## src/rtl/nes_loader_pkg.sv

```systemverilog
// Shared definitions for the cartridge load/dump path: SDRAM memory map,
// iNES header field positions and the dumper state encoding.
package nes_loader_pkg;

    // SDRAM byte addresses of each cartridge region; the loader writes here
    // and the dumper reads back from the same places.
    localparam logic [24:0] PRG_BASE_ADDR   = 25'h0000000;
    localparam logic [24:0] CHR_BASE_ADDR   = 25'h0200000;
    localparam logic [24:0] EXTRA_BASE_ADDR = 25'h0400000;

    // iNES header layout.
    localparam int HDR_BYTES         = 16;
    localparam int HDR_PRG_PAGES_IDX = 4;
    localparam int HDR_CHR_PAGES_IDX = 5;

    // Largest value the accepted-byte counter may hold before it saturates.
    localparam logic [22:0] BYTES_SENT_MAX = 23'h7FFFFF;

    typedef enum logic [2:0] {
        S_IDLE,
        S_HEADER,
        S_REQ,
        S_WAIT,
        S_EMIT,
        S_DONE
    } dump_state_t;

    typedef enum logic {
        SEG_PRG,
        SEG_CHR
    } dump_seg_t;

endpackage

```

## src/rtl/nes_image_dumper.sv

```systemverilog
// Streams a loaded cartridge back out of SDRAM in iNES order: the 16 header
// bytes, then PRG-ROM, then CHR-ROM. One byte-read per output byte, with a
// registered valid/ready output stage.
module nes_image_dumper
    import nes_loader_pkg::*;
#(
    parameter logic [24:0] PRG_BASE = PRG_BASE_ADDR,
    parameter logic [24:0] CHR_BASE = CHR_BASE_ADDR
) (
    input  logic         clk,
    input  logic         reset,
    input  logic         start,
    input  logic [127:0] header,
    input  logic [21:0]  prg_bytes,
    input  logic [21:0]  chr_bytes,
    output logic [24:0]  mem_addr,
    output logic         mem_rd,
    input  logic [7:0]   mem_rdata,
    input  logic         mem_ack,
    output logic [7:0]   out_data,
    output logic         out_valid,
    input  logic         out_ready,
    output logic         busy,
    output logic         done,
    output logic [22:0]  bytes_sent
);

    dump_state_t  r_state;
    dump_seg_t    r_seg;
    logic [127:0] r_header;
    logic [21:0]  r_prg_len;
    logic [21:0]  r_chr_len;
    logic [21:0]  r_bytes_left;
    logic [3:0]   r_ctr;

    logic         w_handshake;
    logic [3:0]   w_next_ctr;

    assign w_handshake = out_valid && out_ready;
    assign w_next_ctr  = r_ctr + 4'd1;

    // Dump sequencer: walks header -> PRG -> CHR, issuing one read per byte and
    // holding each byte in the output register until the consumer takes it.
    always_ff @(posedge clk) begin
        if (reset) begin
            r_state      <= S_IDLE;
            r_seg        <= SEG_PRG;
            r_header     <= '0;
            r_prg_len    <= '0;
            r_chr_len    <= '0;
            r_bytes_left <= '0;
            r_ctr        <= '0;
            mem_addr     <= '0;
            mem_rd       <= 1'b0;
            out_data     <= '0;
            out_valid    <= 1'b0;
            busy         <= 1'b0;
            done         <= 1'b0;
            bytes_sent   <= '0;
        end else begin
            mem_rd <= 1'b0;

            if (w_handshake && bytes_sent != BYTES_SENT_MAX) begin
                bytes_sent <= bytes_sent + 23'd1;
            end

            case (r_state)
                S_IDLE, S_DONE: begin
                    if (start) begin
                        r_header   <= header;
                        r_prg_len  <= prg_bytes;
                        r_chr_len  <= chr_bytes;
                        r_ctr      <= '0;
                        done       <= 1'b0;
                        busy       <= 1'b1;
                        bytes_sent <= '0;
                        out_data   <= header[7:0];
                        out_valid  <= 1'b1;
                        r_state    <= S_HEADER;
                    end
                end

                S_HEADER: begin
                    if (out_ready) begin
                        if (r_ctr == 4'(HDR_BYTES - 1)) begin
                            out_valid <= 1'b0;
                            if (r_prg_len != '0) begin
                                r_seg        <= SEG_PRG;
                                mem_addr     <= PRG_BASE;
                                r_bytes_left <= r_prg_len;
                                mem_rd       <= 1'b1;
                                r_state      <= S_REQ;
                            end else if (r_chr_len != '0) begin
                                r_seg        <= SEG_CHR;
                                mem_addr     <= CHR_BASE;
                                r_bytes_left <= r_chr_len;
                                mem_rd       <= 1'b1;
                                r_state      <= S_REQ;
                            end else begin
                                busy    <= 1'b0;
                                done    <= 1'b1;
                                r_state <= S_DONE;
                            end
                        end else begin
                            r_ctr    <= w_next_ctr;
                            out_data <= r_header[{w_next_ctr, 3'b000} +: 8];
                        end
                    end
                end

                S_REQ: begin
                    r_state <= S_WAIT;
                end

                S_WAIT: begin
                    if (mem_ack) begin
                        out_data  <= mem_rdata;
                        out_valid <= 1'b1;
                        r_state   <= S_EMIT;
                    end
                end

                S_EMIT: begin
                    if (out_ready) begin
                        out_valid <= 1'b0;
                        mem_addr  <= mem_addr + 25'd1;
                        if (r_bytes_left != '0) begin
                            r_bytes_left <= r_bytes_left - 22'd1;
                        end
                        if (r_bytes_left <= 22'd1) begin
                            if (r_seg == SEG_PRG && r_chr_len != '0) begin
                                r_seg        <= SEG_CHR;
                                mem_addr     <= CHR_BASE;
                                r_bytes_left <= r_chr_len;
                                mem_rd       <= 1'b1;
                                r_state      <= S_REQ;
                            end else begin
                                busy    <= 1'b0;
                                done    <= 1'b1;
                                r_state <= S_DONE;
                            end
                        end else begin
                            mem_rd  <= 1'b1;
                            r_state <= S_REQ;
                        end
                    end
                end

                default: begin
                    r_state <= S_IDLE;
                end
            endcase
        end
    end

endmodule

```

## config.mk

```make
export PLATFORM = sky130hd
export DESIGN_NAME = nes_image_dumper
export DESIGN_NICKNAME = d
export VERILOG_FILES = /design/src/rtl/nes_loader_pkg.sv /design/src/rtl/nes_image_dumper.sv
export SDC_FILE = /design/constraint.sdc
export NUM_CORES = 1
export LEC_CHECK = 0
export ABC_AREA = 1
export CAP_MARGIN = 20
export CORE_UTILIZATION = 48
export CTS_CLUSTER_SIZE = 30
export DETAILED_ROUTE_END_ITERATION = 8
export PLACE_DENSITY_LB_ADDON = 0.12
export RECOVER_POWER = 100
export SETUP_SLACK_MARGIN = 0.05
export SLEW_MARGIN = 20
export SYNTH_ARGS = -nofsm -noshare
export SYNTH_HDL_FRONTEND = slang
export SYNTH_SLANG_ARGS = --single-unit
```

## constraint.sdc

```tcl
create_clock -name clk -period 2 [get_ports clk]
set_clock_uncertainty 0.05 [all_clocks]
set_input_delay 0.4 -clock clk [delete_from_list [all_inputs] [get_ports clk]]
set_output_delay 0.4 -clock clk [all_outputs]
set_load 0.01 [all_outputs]
```

==> metrics.txt, run 1 <==
Longest Clk Path Bufs=3; crit-path cells=clkdlybuf4s50_1; Worst Path Max Fanout=2; DRT iter0 DRCs=1502; Yosys warning total=0; DR WL/cell=approximately 16 um; endpoints failing setup=0; initial antenna violation count=0; crit path kind=flop to primary output; RePlAce Congestion=around 0.97; HPWL after detailed placement=between 30000 and 40000 um; first-pass GRT wire length=69420 um; Initial Util=0.4922; fillers=2447; syn_nets=between 2000 and 2500; total grt overflow=0; Mapped Area=13380 um^2; flops & latches, synth=about 260; Root Driver=clkbuf_16; Setup crit start kind=flop; average cell area after synthesis=between 6 and 7 um^2; Data required, critical path=between 1.5 and 2 ns; clock share of power=0.233; Routed Antenna Nets=0; CTS tree=done; metal2 WL=around 21000 um; clk_lat worst skew=around 0.56 ns; Pint=13.66 mW; Max Used Layer=met4; Worst Path Buf+Inv=1; outcome=completed; power density over cell area=roughly 1300 nW/um^2; R2R setup slack=approximately 0.090 ns; GRT Total Usage=0.3010; most frequent cells in the layout=nor2_1 (367), nand2_1 (292), o21ai_0 (285), dfxtp_1 (242), clkdlybuf4s50_1 (194); Die Y=roughly 170 um; Via density=~5.4; Min Hold Slack=between 0.3 and 0.4 ns; delay of the slowest critical-path stage=roughly 0.55 ns; proportion of layout cells with a drive suffix above 1=0.1188; TritonCTS buffer count=28; part of the cycle the worst path needs=0.9680; nets=about 2500; kind of cell adding the most delay to the critical path=buffers and inverters; register area=~5300 um^2; clock slew at reported path FFs=~0.060 ns; commonest non-fill, non-tap cell in the layout=nor2_1; Syn-to-layout area delta=35.32%; RSZ-0062 raised after global routing=true; slew margin rel.=0.7224; pre-CTS WS=-0.06117 ns; IO buf count=roughly 240; Distinct cells, synth=42; vias=14670; met3 wire len=about 3200 um; crit path capture type=primary output; largest net degree at the start of global routing=72; Post-Synthesis Cells=around 2000; drt total wl=approximately 44000 um; first-pass iteration count of the detailed router=5; crit path max-delay cell type=clkdlybuf4s50_1; Met1 Wirelength=approximately 19000 um; Switching Fraction=0.4055; fmax=~520 MHz; vias in the first global route=~14000; worst path arrival time=between 1 and 1.5 ns; clk sinks=262; Leakage=about 7.4 nW; Residual DRC=0; worst hold path class=input pin to flop; Peak VDD IR=0.6792 mV; final worst setup slack=around 0.064 ns; Die X-Extent=approximately 170 um; sequential element share of the synthesized area=0.3921; Min Clock Period, post-route=just under 2 ns; Worst-Margin Slew=0.4158 ns; Seq pwr share=0.307; std cell rows=60; Net Sw Power=between 9 and 10 mW; core area=between 20000 and 30000 um^2; Max-Cap Viols=0; combinational fraction of design power=0.460; htree depth=1; Hold Fails Final Rpt=0; die area=28540 um^2; area of the multi-input gates=slightly above 7000 um^2; IO Count=~250; Slew Limit Fails=0
==> cell families after synthesis <==
family / count (synthesis) / synth area share
simple gates: 885 / 0.2812
xor+xnor: 26 / 0.01703
flops: 262 / 0.3921
buf+inv: 284 / 0.08597
compound gates: 545 / 0.2181
fa+ha+maj: 6 / 0.005613
==> metrics by stage <==
| stage | util | cells | total power, mW | setup TNS (ns) | cell area [um^2] |
|---|---|---|---|---|---|
| 3_3_place_gp | 0.6238 | 2636 | 16.83 | -0.04772 | 16950 |
| 2_1_floorplan | - | 2008 | 13.09 | 0 | 13380 |
| 3_5_place_dp | 0.6238 | 2636 | 16.98 | -2.129 | 16950 |
| 5_1_grt | 0.6659 | 2696 | 24.43 | 0 | 18100 |
| 4_1_cts | 0.6588 | 2688 | 22.38 | 0 | 17900 |
| 6_report | 0.6660 | 2697 | 22.97 | 0 | 18100 |
==> cell usage after synthesis (all sizes together) <==
cell type | n | share of area
a22oi | 2 | 0.0011
nor2 | 399 | 0.12
buf | 35 | 0.016
clkinv | 1 | 0.00028
xnor2 | 8 | 0.0052
o21a | 1 | 0.00056
o221ai | 14 | 0.0092
clkbuf | 75 | 0.021
a21oi | 184 | 0.071
xor2 | 18 | 0.012
inv | 173 | 0.049
nand3 | 128 | 0.052
dfxtp | 262 | 0.39
nand3b | 4 | 0.0022
nor3 | 33 | 0.014
nand2 | 306 | 0.088
a211oi | 7 | 0.0039
o22ai | 1 | 0.00047
o21ai | 307 | 0.12
nand4 | 12 | 0.0056
ha | 6 | 0.0056
o21bai | 5 | 0.0028
or2 | 3 | 0.0014
o211ai | 24 | 0.013
==> repair_timing <==
item | in CTS | in global routing
gates cloned | 0 | 3
pin swaps | 2 | 13
hold buffers | 0 | 0
setup endpoints to repair | 84 | 209
buffers inserted | 1 | 5
gates resized for setup | 69 | 83
==> worst paths after layout <==
| path | to | start | cells after the start |
|---|---|---|---|
| min | r_header[80] | header[80] | 3 |
| max reg2reg | r_bytes_left[10] | r_bytes_left[2] | 9 |
| max | out_data[5] | out_data[5] | 1 |
| min reg2reg | r_header[10] | r_header[10] | 2 |
==> flip-flops by register name, indices dropped and copies added (netlist names), 3 cells and up <==
| name | flops |
|---|---|
| r_bytes_left | 22 |
| bytes_sent | 23 |
| r_ctr | 4 |
| mem_addr | 25 |
| r_state | 3 |
| out_data | 8 |
| r_chr_len | 22 |
| r_header | 128 |
| r_prg_len | 22 |
==> per-layer routing <==
| layer | vias to the layer above | track usage |
|---|---|---|
| li1 | 7224 | - |
| met1 | 6770 | 0.4033 |
| met2 | 594 | 0.4995 |
| met3 | 82 | 0.04185 |
| met4 | 0 | 0.09486 |
| met5 | - | 0 |
==> layout make-up <==
type,count,share of cell area
Inverter,174,0.03705
Tap cell,372,0.02572
Timing Repair Buffer,375,0.1978
Antenna cell,1,0.0001383
Multi-Input combinational cell,1462,0.3954
Sequential cell,262,0.2914
Clock inverter,10,0.007742
Clock buffer,41,0.04473
==> power by group through the flow <==
stage                     registers, mW  logic, mW  clock network (mW)
after floorplan                    6.98       6.11                   0
after global placement             7.06       9.77                   0
after detailed placement           7.08       9.90                   0
after CTS                          6.99       9.96                5.43
after global routing               7.15       11.6                5.64
final                              7.04       10.6                5.35
No activity file was read; power rests on OpenSTA's default activity.
==> run 2, diff against run 1 <==
Settings changed: CORE_UTILIZATION 48 to 53, PLACE_DENSITY set to 0.85, PLACE_DENSITY_LB_ADDON 0.12 to not set.
Clock period 2 ns to 2.15 ns, I/O delays scaled along.
==> metrics.txt, run 2 (same netlist as run 1, synthesis figures left out) <==
outcome=completed; clk sinks=about 260; Residual DRC=0; part of the cycle the worst path needs=0.9714; Peak VDD IR=roughly 0.73 mV; area of the multi-input gates=between 7000 and 8000 um^2; slew margin rel.=0.6700; DP Cell Count=approximately 2500; clk_lat worst skew=around 0.57 ns; vias in the first global route=approximately 14000; Worst Path Max Fanout=4; GRT Total Usage=0.3294; Min Hold Slack=approximately 0.4 ns; Data required, critical path=roughly 1.7 ns; Syn-to-layout area delta=31.66%; TritonCTS buffer count=28; DRT iter0 DRCs=1556; Inserted Diodes=0; crit path capture type=primary output; worst hold path class=input pin to flop; max reg flops=approximately 130; Hold Fails Final Rpt=0; Min Clock Period, post-route=2.089 ns; DR WL/cell=about 17 um; register area=5261 um^2; Regs by FF count=r_header (128), mem_addr (25), bytes_sent (23); HPWL after detailed placement=just over 30000 um; clock slew at reported path FFs=around 0.070 ns; RePlAce Congestion=0.9779; final worst setup slack=0.06141 ns; core area=24530 um^2; Initial Util=0.5452; std cell rows=57; Setup crit start kind=flop; final cell count without fillers=2605; Max-Cap Viols=0; die area=about 26000 um^2; drt total wl=roughly 43000 um; Die X-Extent=around 160 um; initial antenna violation count=1; IO buf count=244; worst path arrival time=1.61 ns; Longest Clk Path Bufs=3; Slew Limit Fails=0; Routed Antenna Nets=0; Die Y=around 160 um; proportion of layout cells with a drive suffix above 1=0.09031; most frequent cells in the layout=nor2_1 (383), nand2_1 (300), o21ai_0 (288), dfxtp_1 (249), clkdlybuf4s50_1 (210); commonest non-fill, non-tap cell in the layout=nor2_1; CTS tree=done; total grt overflow=0; IO Count=about 250; nets=between 2000 and 2500; power density over cell area=around 1200 nW/um^2; fillers=about 2000; fmax=about 480 MHz; Setup TNS=0 ns; Via density=about 5.7; Post-CTS Hold Fix Bufs=0; endpoints failing setup=0; Root Driver=clkbuf_16; first-pass iteration count of the detailed router=6; RSZ-0062 raised after global routing=true; pre-CTS WS=~0.016 ns; largest net degree at the start of global routing=between 60 and 70; Reg with most FFs=r_header; vias=between 10000 and 15000; first-pass GRT wire length=69670 um; htree depth=1; crit path kind=flop to primary output; Worst-Margin Slew=slightly below 0.5 ns; Leakage=about 7.1 nW
## run 2: changes by cell type in the layout (fill, tap and decap cells not counted), sizes merged
| cell | before | now |
|---|---|---|
| dlymetal6s2s | 2 | 0 |
| dlygate4sd2 | 40 | 0 |
| clkdlybuf4s25 | 8 | 3 |
| clkbuf | 66 | 39 |
| diode | 1 | 0 |
| clkinv | 8 | 15 |
| clkdlybuf4s50 | 194 | 210 |
| inv | 173 | 172 |
| clkinvlp | 0 | 5 |
| buf | 106 | 79 |
| dlygate4sd3 | 0 | 30 |
| bufinv | 3 | 4 |
## run 2: per-layer routing
layer | wire length, um | up-vias | global-route usage
met5 | 13 | - | 0
li1 | - | 7127 | -
met3 | 3613 | 137 | 0.05269
met1 | 18050 | 6800 | 0.4357
met2 | 19700 | 711 | 0.5286
met4 | 1936 | 2 | 0.1475
## run 2: final cells by class
cell class,instances,share of cell area
flip-flops and latches,262,0.2988
inverters,174,0.03815
clock buffers,30,0.04135
multi-input cells,1462,0.3976
repair buffers,331,0.1855
well taps,324,0.02302
clock inverters,22,0.01563
## run 2: timing repair
action,4_1_cts,5_1_grt
setup endpoints to repair,4,69
resized for setup,3,34
pin swaps,0,2
setup buffers,0,4
## run 2: path summary, 6_finish.rpt
check / cells past startpoint / end / from / slack [ns]
worst min-delay path: 3 / r_header[28] / header[28] / 0.40
worst min register to register: 2 / r_header[50] / r_header[50] / 0.40
worst max-delay path: 2 / bytes_sent[12] / bytes_sent[12] / 0.06
worst max register to register: 10 / r_ctr[2] / r_state[2] / 0.13
## run 2: power by group
group,total (mW),internal (mW),switching [mW]
logic,9.24,3.49,5.75
registers,6.53,5.91,0.615
clock network,5.14,2.98,2.16
## run 2: per-stage QoR
step / utilization / total power [mW] / area, um^2
finish: 0.7178 / 20.92 / 17610
detailed placement: 0.6746 / 15.51 / 16550
global placement: 0.6746 / 15.26 / 16550
CTS: 0.7157 / 20.70 / 17560
global route: 0.7178 / 22.28 / 17610
floorplan: - / 12.18 / 13380
## run 2: worst max-delay path: stages, from the launching register on
cell	delay (ns)
dfxtp_1	0.35
clkbuf_2	0.15
clkdlybuf4s50_1	0.54
==> run 3, diff against run 2 <==
Settings changed: HOLD_SLACK_MARGIN set to 0.08, SLEW_MARGIN 20 to not set.
==> results of run 3 <==
Same layout as run 2: the final DEF is identical, and so are final timing and power.
